### src/rtl/quad_pkg.sv
// Shared types and constants for the quadrature decoder front end.
package quad_pkg;

  typedef enum logic [1:0] {
    Q00 = 2'b00,
    Q01 = 2'b01,
    Q11 = 2'b11,
    Q10 = 2'b10
  } quad_state_t;

  localparam logic       DIR_UP      = 1'b1;
  localparam logic       DIR_DN      = 1'b0;
  localparam logic [7:0] ERR_CNT_MAX = 8'hFF;

  // Successor of s when the encoder turns forward (A leads B).
  function automatic quad_state_t fwd_next(input quad_state_t s);
    quad_state_t n;
    case (s)
      Q00:     n = Q10;
      Q10:     n = Q11;
      Q11:     n = Q01;
      default: n = Q00;
    endcase
    return n;
  endfunction

endpackage

### src/rtl/quad_input_filter.sv
// Synchroniser plus glitch filter for one asynchronous encoder pin.
module quad_input_filter #(
  parameter int SYNC_STAGES = 2,
  parameter int FILT_CYCLES = 3
) (
  input  logic clk,
  input  logic rst,
  input  logic din,
  output logic dout,
  output logic stable
);

  localparam int CW = $clog2(FILT_CYCLES + 1);
  localparam logic [CW-1:0] LAST = CW'(FILT_CYCLES - 1);
  localparam logic [CW-1:0] FULL = CW'(FILT_CYCLES);

  logic [SYNC_STAGES-1:0] sync;
  logic [CW-1:0]          cnt;
  logic [CW-1:0]          stab_cnt;
  logic                   synced;

  assign synced = sync[SYNC_STAGES-1];
  assign stable = (stab_cnt == FULL);

  // New level is accepted on the FILT_CYCLES-th consecutive differing sample.
  always_ff @(posedge clk) begin
    if (rst) begin
      sync     <= '0;
      cnt      <= '0;
      stab_cnt <= '0;
      dout     <= 1'b0;
    end else begin
      sync <= {sync[SYNC_STAGES-2:0], din};
      if (synced != dout) begin
        stab_cnt <= '0;
        if (cnt == LAST) begin
          dout <= synced;
          cnt  <= '0;
        end else begin
          cnt <= cnt + 1'b1;
        end
      end else begin
        cnt <= '0;
        if (stab_cnt != FULL) stab_cnt <= stab_cnt + 1'b1;
      end
    end
  end

endmodule

### src/rtl/quad_decoder_ctrl.sv
// Quadrature decoder: filtered A/B/idx in, counter count/direction/load strobes out.
module quad_decoder_ctrl
  import quad_pkg::*;
#(
  parameter int SYNC_STAGES = 2,
  parameter int FILT_CYCLES = 3
) (
  input  logic        clk,
  input  logic        rst,
  input  logic        quad_a,
  input  logic        quad_b,
  input  logic        quad_idx,
  input  logic        idx_enb,
  input  logic [15:0] preset,
  output logic        count_enb,
  output logic        updn_cnt,
  output logic        ld_cnt,
  output logic [15:0] data_in,
  output logic        err,
  output logic [7:0]  err_cnt
);

  logic a_filt, b_filt, idx_filt;
  logic a_stable, b_stable, idx_stable_unused;
  logic idx_prev, idx_rise, load;
  logic primed, primed_nxt;
  quad_state_t state, state_nxt, cur;
  logic [1:0]  diff;
  logic        count_nxt, dir_nxt, ld_nxt, err_nxt;
  logic [15:0] data_nxt;
  logic [7:0]  errcnt_nxt;

  quad_input_filter #(.SYNC_STAGES(SYNC_STAGES), .FILT_CYCLES(FILT_CYCLES)) u_filt_a (
    .clk(clk), .rst(rst), .din(quad_a), .dout(a_filt), .stable(a_stable)
  );
  quad_input_filter #(.SYNC_STAGES(SYNC_STAGES), .FILT_CYCLES(FILT_CYCLES)) u_filt_b (
    .clk(clk), .rst(rst), .din(quad_b), .dout(b_filt), .stable(b_stable)
  );
  quad_input_filter #(.SYNC_STAGES(SYNC_STAGES), .FILT_CYCLES(FILT_CYCLES)) u_filt_idx (
    .clk(clk), .rst(rst), .din(quad_idx), .dout(idx_filt), .stable(idx_stable_unused)
  );

  assign idx_rise = idx_filt & ~idx_prev;

  always_ff @(posedge clk) begin
    if (rst) begin
      state     <= Q00;
      primed    <= 1'b0;
      idx_prev  <= 1'b0;
      count_enb <= 1'b0;
      updn_cnt  <= DIR_UP;
      ld_cnt    <= 1'b1;
      data_in   <= '0;
      err       <= 1'b0;
      err_cnt   <= '0;
    end else begin
      state     <= state_nxt;
      primed    <= primed_nxt;
      idx_prev  <= idx_filt;
      count_enb <= count_nxt;
      updn_cnt  <= dir_nxt;
      ld_cnt    <= ld_nxt;
      data_in   <= data_nxt;
      err       <= err_nxt;
      err_cnt   <= errcnt_nxt;
    end
  end

  // Load beats count: the state still tracks the encoder, only the strobe is dropped.
  always_comb begin
    state_nxt  = state;
    primed_nxt = primed;
    count_nxt  = 1'b0;
    dir_nxt    = updn_cnt;
    ld_nxt     = 1'b1;
    data_nxt   = data_in;
    err_nxt    = err;
    errcnt_nxt = err_cnt;
    cur        = quad_state_t'({a_filt, b_filt});
    diff       = cur ^ state;
    load       = 1'b0;
    if (!primed) begin
      if (a_stable && b_stable) begin
        state_nxt  = cur;
        primed_nxt = 1'b1;
      end
    end else begin
      load = idx_rise && idx_enb && (state == Q00);
      if (cur != state) begin
        state_nxt = cur;
        if (diff == 2'b11) begin
          err_nxt = 1'b1;
          if (err_cnt != ERR_CNT_MAX) errcnt_nxt = err_cnt + 8'd1;
        end else if (!load) begin
          count_nxt = 1'b1;
          dir_nxt   = (cur == fwd_next(state)) ? DIR_UP : DIR_DN;
        end
      end
      if (load) begin
        ld_nxt   = 1'b0;
        data_nxt = preset;
      end
    end
  end

endmodule

### config.mk
export PLATFORM = sky130hd
export DESIGN_NAME = quad_decoder_ctrl
export DESIGN_NICKNAME = d
export VERILOG_FILES = /design/src/rtl/quad_pkg.sv /design/src/rtl/quad_input_filter.sv /design/src/rtl/quad_decoder_ctrl.sv
export SDC_FILE = /design/constraint.sdc
export NUM_CORES = 1
export LEC_CHECK = 0
export BUFFER_PORTS_ARGS = -buffer_cell sky130_fd_sc_hd__buf_4
export CORE_AREA = 5 5 67 69
export DETAILED_ROUTE_END_ITERATION = 8
export DIE_AREA = 0 0 72 74
export HOLD_SLACK_MARGIN = 0.05
export PLACE_DENSITY = 0.81
export SYNTH_ARGS = -nofsm -noshare
export SYNTH_HDL_FRONTEND = slang
export SYNTH_SLANG_ARGS = --single-unit
### constraint.sdc
create_clock -name clk -period 3.1 [get_ports clk]
set_input_delay 0 -clock clk [delete_from_list [all_inputs] [get_ports clk]]
set_output_delay 0 -clock clk [all_outputs]
set_load 0.1 [all_outputs]
==> key figures, run 1 <==
Cells and area
  – Layout area overhead: 31.48%
  – Final nets: slightly below 300
  – Finished Cell Area: between 2000 and 3000 um2
  – Ant. Diodes: 0
  – Share of layout cells above drive strength 1: 0.2296

Floorplan
  – Core area: about 3900 um2
  – Die ar.: ~5300 um2
  – Ports: 50
  – Die Span Y: ~74 um
  – Row cnt: 23
  – Die width: between 70 and 80 um
  – Initial Util: 0.5308

Detailed routing
  – Pre-antenna DRT Iters: 4
  – Total Routed Length: 4.049 mm
  – Vias per cell: just under 5
  – Post-route ant nets: 0
  – Average wire per cell in the routed design: between 10 and 15 um
  – Vias post-DR: 1577
  – Detailed-route DRC error count: 0
  – Initial DRC count: ~120

CTS
  – Hold Buf Count CTS: 20
  – H-tree levels: 2
  – CTS sink cnt: 51
  – Post_cts resized: 0
  – Clock latency on the worst-skew pair: 300 ps
  – Max Root-Sink Buffers: 2
  – TritonCTS Buffers: 5
  – Reg clk slew, reported paths: ~90 ps
  – CTS tree: yes
  – Setup Fix Bufs, Post-CTS: 0
  – Root Driver: clkbuf_8

Global routing
  – Largest net degree at the start of global routing: 51
  – Gr usage total: 0.1655
  – Vias in the first global route: 1612
  – Overflow after GRT: 0
  – Initial antenna violation count: 0
  – Global-route wire length before repair: 6.955 mm

Critical path
  – Setup CP Type: flip-flop to flip-flop
  – Data required time at the worst endpoint: about 3300 ps
  – CP Max Fanout: 6
  – Arrival @ worst endpoint: 1830 ps
  – Reg-to-reg startpoint: u_filt_a.dout$_SDFFE_PP0P_
  – R2R cell count: 4
  – Crit end category: flip-flop
  – Reg2Reg Setup Slack: about 1500 ps
  – Critical R2R Capture: err_cnt[7]$_SDFFE_PP0P_
  – Worst Setup Start Kind: flip-flop

Logic synthesis
  – Number of synthesized register bits: around 50
  – Share of the yosys chip area belonging to registers: 0.4988
  – Simple-Gate Fraction of Synth Area: 0.1718
  – Synthesized area: about 2000 um2
  – Syn avg cell area: around 10 um2
  – EDFF count, synth: 0
  – Async set or reset register ratio after synthesis: 0
  – Largest family of logic cells by synthesized area: simple AND/OR/NAND/NOR gates
  – Compound-Gate Fraction of Synth Area: 0.03912
  – Syn_nets: ~230
  – Mux cell area share after synthesis: 0.1375
  – Synth Area in XOR/XNOR: 0.06296
  – Synth Area in Adders: 0.03667
  – Synth area leaders: dfxtp_1 (50%), mux2i_1 (13%), nor2_1 (6.8%)
  – Yosys cell types: 32
  – Synth warnings: 0
  – Yosys top cell area share: 0.4988
  – Mapped Cells: approximately 200
  – Synth Flop Type: dfxtp_1
  – Area leader, netlist: dfxtp_1

Min path
  – Worst Min Path Start: rst
  – WHS Endpoint: u_filt_idx.dout$_SDFFE_PP0P_
  – Hold Crit Class: primary input to flip-flop
  – Worst hold path stage count: 2

Placed design
  – Placed Area: around 2400 um2
  – DPL Wire Length: around 2.7 mm
  – IO Port Bufs: 49
  – Gpl congestion: 0.7627

STA
  – F_max: slightly above 0.6 GHz
  – Relative slew slack: 0.6763
  – Worst Tran Pin Value: between 400 and 500 ps
  – RSZ-0062 raised after global routing: no
  – Setup-failing EPs final: 0
  – Period minus WS final: between 1500 and 2000 ps
  – Clk_skew: around 5.6 ps
  – Fin Setup TNS: 0 ps
  – Final Max Tran Viols: 0
  – Hold Fails Final Rpt: 0
  – Tcrit/Tclk final: 0.5299

Pwr
  – Register share of total power: 0.603
  – Leak pwr: between 1 and 1.5 nW
  – Int Pwr: 0.8731 mW
  – Clock power share: 0.327
  – Combinational power share: 0.070
  – Pwr Density: between 400 and 500 nW/um2
  – P_sw: ~0.24 mW
  – Switching portion of total power: 0.2190
  – Peak supply drop: 0.2558 mV

Job
  – Max-cap violations: 0

Status
  – Status: finished clean
power by group through the flow:
stage               Combinational, mW  Clock, mW  Sequential [mW]
floorplan                      0.0320          0            0.688
global placement               0.0548          0            0.689
detailed placement             0.0572          0            0.689
CTS                            0.0775      0.384            0.674
global route                   0.0874      0.408            0.676
finish                         0.0779      0.366            0.674
sequential cells by signal, summed over array words and instances (netlist names):
register,cells
u_filt_idx.dout,1
count_enb,1
u_filt_b.cnt,2
ld_cnt,1
u_filt_b.stab_cnt,2
u_filt_idx.cnt,2
primed,1
err_cnt,8
u_filt_a.cnt,2
state,2
u_filt_a.stab_cnt,2
u_filt_idx.sync,2
u_filt_b.dout,1
data_in,16
err,1
u_filt_b.sync,2
u_filt_a.sync,2
idx_prev,1
u_filt_a.dout,1
updn_cnt,1
cell families (layout without fill, tap and decap cells):
family,Yosys count,in the layout
AO/OA/AOI/OAI,12,12
XOR/XNOR,13,13
adder cells (fa/ha/maj),6,6
buffers and inverters,20,86
flip-flops,51,51
multiplexers,28,28
AND/OR/NAND/NOR,74,74
cell usage after synthesis (2+ instances only):
master    instances
xnor2_1           6
buf_4             5
o21ai_0           2
clkbuf_1          5
nor2b_1           7
xor2_1            5
buf_6             2
a21oi_1           3
xor2_2            2
a31oi_1           2
nor3_1            6
nand4_1           3
nand3_1           2
nand2_1           9
ha_1              6
inv_1             8
mux2i_1          27
nor2_1           37
nor4_1            4
dfxtp_1          51
per-layer routing:
layer  share of wire  track usage  vias to the layer above
li1                -            -                      809
met1            0.42       0.1873                      711
met2            0.48       0.2959                       51
met3           0.083      0.06351                        6
met4           0.014      0.03967                        0
met5               0            0                        -
metrics by stage:
step                hold WS (ps)  std cells  power (mW)    util  setup slack [ps]
floorplan                  128.2        204      0.7197       -             911.4
global placement           211.5        292      0.7435  0.6239              1528
detailed placement         214.6        292      0.7465  0.6239              1476
CTS                        139.5        320       1.136  0.6979              1456
global route               166.3        320       1.171  0.6979              1338
finish                     136.3        320       1.118  0.6979              1457
final cells by class:
cell class / instances / area, um2
Fill cell: 303 / 1165
Clock inverter: 2 / 12.51
Sequential cell: 51 / 1021
Tap cell: 50 / 62.56
Timing Repair Buffer: 70 / 575.6
Inverter: 8 / 30.03
Clock buffer: 6 / 72.57
Multi-Input combinational cell: 133 / 917.1
cells in the final DEF, fill, tap and decap left out, types with 2 or more instances in the layout:
| master | count |
|---|---|
| dfxtp_1 | 51 |
| buf_4 | 50 |
| nor2_1 | 37 |
| mux2i_1 | 27 |
| dlygate4sd3_1 | 20 |
| nand2_1 | 9 |
| inv_1 | 8 |
| nor2b_1 | 7 |
| xnor2_1 | 6 |
| nor3_1 | 6 |
| ha_1 | 6 |
| xor2_1 | 5 |
| clkbuf_8 | 5 |
| nor4_1 | 4 |
| nand4_1 | 3 |
| a21oi_1 | 3 |
| nand3_1 | 2 |
| o21ai_0 | 2 |
| xor2_2 | 2 |
| a31oi_1 | 2 |
how the worst max path moves through the flow:
| stage | depth (start not counted) | endpoint | start |
|---|---|---|---|
| floorplan | 5 | err_cnt[1]$_SDFFE_PP0P_ | err_cnt[0]$_SDFFE_PP0P_ |
| global placement | 4 | err_cnt[7]$_SDFFE_PP0P_ | u_filt_b.dout$_SDFFE_PP0P_ |
| detailed placement | 4 | err_cnt[7]$_SDFFE_PP0P_ | u_filt_a.dout$_SDFFE_PP0P_ |
| CTS | 4 | err_cnt[7]$_SDFFE_PP0P_ | u_filt_a.dout$_SDFFE_PP0P_ |
| global route | 4 | err_cnt[7]$_SDFFE_PP0P_ | u_filt_b.dout$_SDFFE_PP0P_ |
| finish | 4 | err_cnt[7]$_SDFFE_PP0P_ | u_filt_a.dout$_SDFFE_PP0P_ |
worst max-delay path, stage by stage, from the launching register on:
cell and delay (ps):
dfxtp_1 520, xor2_2 200, nand3_2 120, nor4_1 340
mux2_2 370
Power figures use the tool's default switching activity.
==> inputs of run 2 (changes only) <==
--- a/config.mk
+++ b/config.mk
@@ -6,11 +6,11 @@
 export NUM_CORES = 1
 export LEC_CHECK = 0
 export BUFFER_PORTS_ARGS = -buffer_cell sky130_fd_sc_hd__buf_4
-export CORE_AREA = 5 5 67 69
+export CORE_AREA = 5 5 72 74
 export DETAILED_ROUTE_END_ITERATION = 8
-export DIE_AREA = 0 0 72 74
+export DIE_AREA = 0 0 77 79
 export HOLD_SLACK_MARGIN = 0.05
-export PLACE_DENSITY = 0.81
+export PLACE_DENSITY = 0.73
 export SYNTH_ARGS = -nofsm -noshare
 export SYNTH_HDL_FRONTEND = slang
 export SYNTH_SLANG_ARGS = --single-unit
==> constraint.sdc (replaced) <==
create_clock -name clk -period 1.4 [get_ports clk]
set_input_delay 0 -clock clk [delete_from_list [all_inputs] [get_ports clk]]
set_output_delay 0 -clock clk [all_outputs]
set_load 0.1 [all_outputs]
==> run 2 against run 1 <==
- the run now ends with negative setup slack left
- power increased by 120%
- combinational power increased by 120%
- critical path depth increased by 3
- worst setup slack got worse by 1600 ps
- sequential power increased by 120%
- via count increased by 6.2%
- global-route usage decreased by 1.8 points
- die area increased by 14%
- clock power increased by 130%
- cell count increased by 7.8%
- routed wire length increased by 12%
==> key figures, run 2 (synthesis gave the netlist of run 1 again) <==
Placed design
  – DPL Wire Length: between 2 and 3 mm
  – IO Port Bufs: 49
  – Gpl congestion: between 0.8 and 0.9

Detailed routing
  – Pre-antenna DRT Iters: 4
  – Initial DRC count: 61
  – Average wire per cell in the routed design: between 10 and 15 um
  – Detailed-route DRC error count: 0
  – Vias post-DR: approximately 1.7k
  – Post-route ant nets: 0
  – Vias per cell: slightly below 5
  – Total Routed Length: 4.534 mm

Cells and area
  – Most frequent cells in the layout: buf_4 (67), dfxtp_1 (39), nor2_1 (37), mux2i_1 (25), dlygate4sd3_1 (19)
  – Commonest non-fill, non-tap cell in the layout: buf_4
  – Ant. Diodes: 0
  – Utilization after layout: 0.6822
  – Number of flip-flops under the largest register name: 16
  – Top reg by flops: data_in
  – Fillers: 346
  – Layout area overhead: 51.16%
  – Top flop regs: data_in: 16 flops, err_cnt: 8 flops
  – Final nets: 318
  – Share of layout cells above drive strength 1: 0.3918

STA
  – F_max: around 0.66 GHz
  – Clk_skew: 11.06 ps
  – Setup-failing EPs final: 20
  – Final Max Tran Viols: 0
  – Hold Fails Final Rpt: 0
  – Tcrit/Tclk final: 1.076
  – Worst Tran Pin Value: approximately 500 ps
  – Worst setup margin: -106.4 ps
  – Period minus WS final: around 1500 ps
  – RSZ-0062 raised after global routing: yes
  – Relative slew slack: 0.6760

Floorplan
  – Die ar.: about 6100 um2
  – Die width: 77 um
  – Initial Util: 0.4513
  – Ports: 50
  – Die Span Y: about 80 um
  – Core area: approximately 4500 um2
  – Row cnt: 25

Critical path
  – CP Max Fanout: 3
  – Crit path depth: 7
  – Setup CP Type: flip-flop to flip-flop
  – R2R cell count: 7
  – Buf/Inv on CP: 2
  – Arrival @ worst endpoint: between 1500 and 2000 ps
  – Critical R2R Capture: err_cnt[5]$_SDFFE_PP0P_
  – Max stage delay cell, worst path: dfxtp_4
  – Reg2Reg Setup Slack: -110 ps
  – Longest individual stage delay on the worst path: around 360 ps
  – Worst Setup SP: err_cnt[0]$_SDFFE_PP0P_
  – Crit path cell chain: ha_4 > nand4_1 > buf_6 > nand2b_4 > buf_4 > o31ai_1 > a21oi_2
  – Worst Setup EP: err_cnt[5]$_SDFFE_PP0P_
  – CP delay by family, top: compound AO/OA/AOI/OAI gates
  – Data required time at the worst endpoint: roughly 1600 ps
  – Worst Setup Start Kind: flip-flop
  – Reg-to-reg startpoint: err_cnt[0]$_SDFFE_PP0P_
  – Crit end category: flip-flop

CTS
  – TritonCTS Buffers: 5
  – Root Driver: clkbuf_8
  – CTS sink cnt: 51
  – Max Root-Sink Buffers: 2
  – CTS tree: yes
  – Clock latency on the worst-skew pair: a little over 300 ps
  – Reg clk slew, reported paths: ~90 ps
  – H-tree levels: 2

Global routing
  – Largest net degree at the start of global routing: 51
  – Gr usage total: 0.1472
  – Overflow after GRT: 0
  – Initial antenna violation count: 0
  – Global-route wire length before repair: 7.127 mm
  – Vias in the first global route: 1637

Pwr
  – Combinational power share: 0.069
  – Leak pwr: 1.436 nW
  – Pwr Density: a little over 800 nW/um2
  – Register share of total power: 0.592
  – Peak supply drop: about 0.66 mV
  – P_sw: ~0.57 mW
  – Switching portion of total power: 0.2303
  – Int Pwr: a little under 2 mW
  – Clock power share: 0.339
  – Power Total: between 2 and 2.5 mW

Status
  – Status: finished with violations
  – Failing checks: negative setup slack

Min path
  – Hold Crit Class: primary input to flip-flop

Job
  – Max-cap violations: 0
## run 2: cell types whose count changed in the layout (fill, tap and decap cells not counted), sizes merged
cell / before / now
inv: 8 / 9
dlygate4sd3: 20 / 19
clkinvlp: 1 / 0
clkbuf: 6 / 5
clkinv: 1 / 2
buf: 50 / 72
## run 2: per-stage QoR
stage / instances / area [um2] / hold WS [ps] / worst slack (ps) / TNS (ps)
2_1_floorplan: 204 / 2128 / 128.2 / -123.5 / -383.2
3_3_place_gp: 312 / 2614 / 215.3 / -53.60 / -211.9
3_5_place_dp: 312 / 2614 / 217.1 / -73.49 / -1093
4_1_cts: 342 / 2964 / 98.24 / -23.17 / -159.3
5_1_grt: 345 / 3094 / 142.3 / -162.4 / -2474
6_report: 345 / 3094 / 117.0 / -106.4 / -404.4
## run 2: power groups by stage
stage	combinational [mW]	sequential (mW)	clock (mW)
after floorplan	0.0709	1.51	0
after global placement	0.125	1.51	0
after detailed placement	0.127	1.51	0
after CTS	0.171	1.48	0.884
after global routing	0.190	1.48	0.950
final	0.172	1.48	0.847
## run 2: tightest hold or removal path, cell delays in order
cell     delay, ps
buf_4           90
nand2_1         70
buf_4          140
nand2_1         50
nor3_1          40
## run 2: layout make-up
cell class                 count  area, um2  share of cell area
clock inverter                 3      18.77            0.006066
clock buffer                   5      68.82             0.02224
multi-input combinational    133       1095              0.3538
timing repair buffer          91      758.2              0.2450
sequential                    51       1056              0.3413
inverter                       8      30.03            0.009705
tap                           54      67.56             0.02184
## run 2: worst min path at each step
stage	slack, ps	from	cells after the start	endpoint
after global routing	140	idx_enb	5	count_enb$_SDFF_PP0_
after floorplan	130	quad_a	1	u_filt_a.sync[0]$_SDFF_PP0_
final	120	idx_enb	5	count_enb$_SDFF_PP0_
after global placement	220	quad_idx	2	u_filt_idx.sync[0]$_SDFF_PP0_
after detailed placement	220	quad_idx	2	u_filt_idx.sync[0]$_SDFF_PP0_
after CTS	100	idx_enb	5	count_enb$_SDFF_PP0_
## run 2: what timing repair did
action                                  in CTS  in global routing
setup buffers                                3                  3
endpoints found under the setup margin      24                 25
hold buffers                                19                  0
pin swaps                                    8                 10
resized for setup                           11                 19
hold endpoints to repair                    19                  0
## run 2: per-layer routing
layer	share of wire	global-route usage	vias to the layer above
met1	0.41	0.1522	787
met4	0.018	0.07216	0
li1	-	-	848
met2	0.52	0.2666	33
met5	0	0	-
met3	0.051	0.04762	7
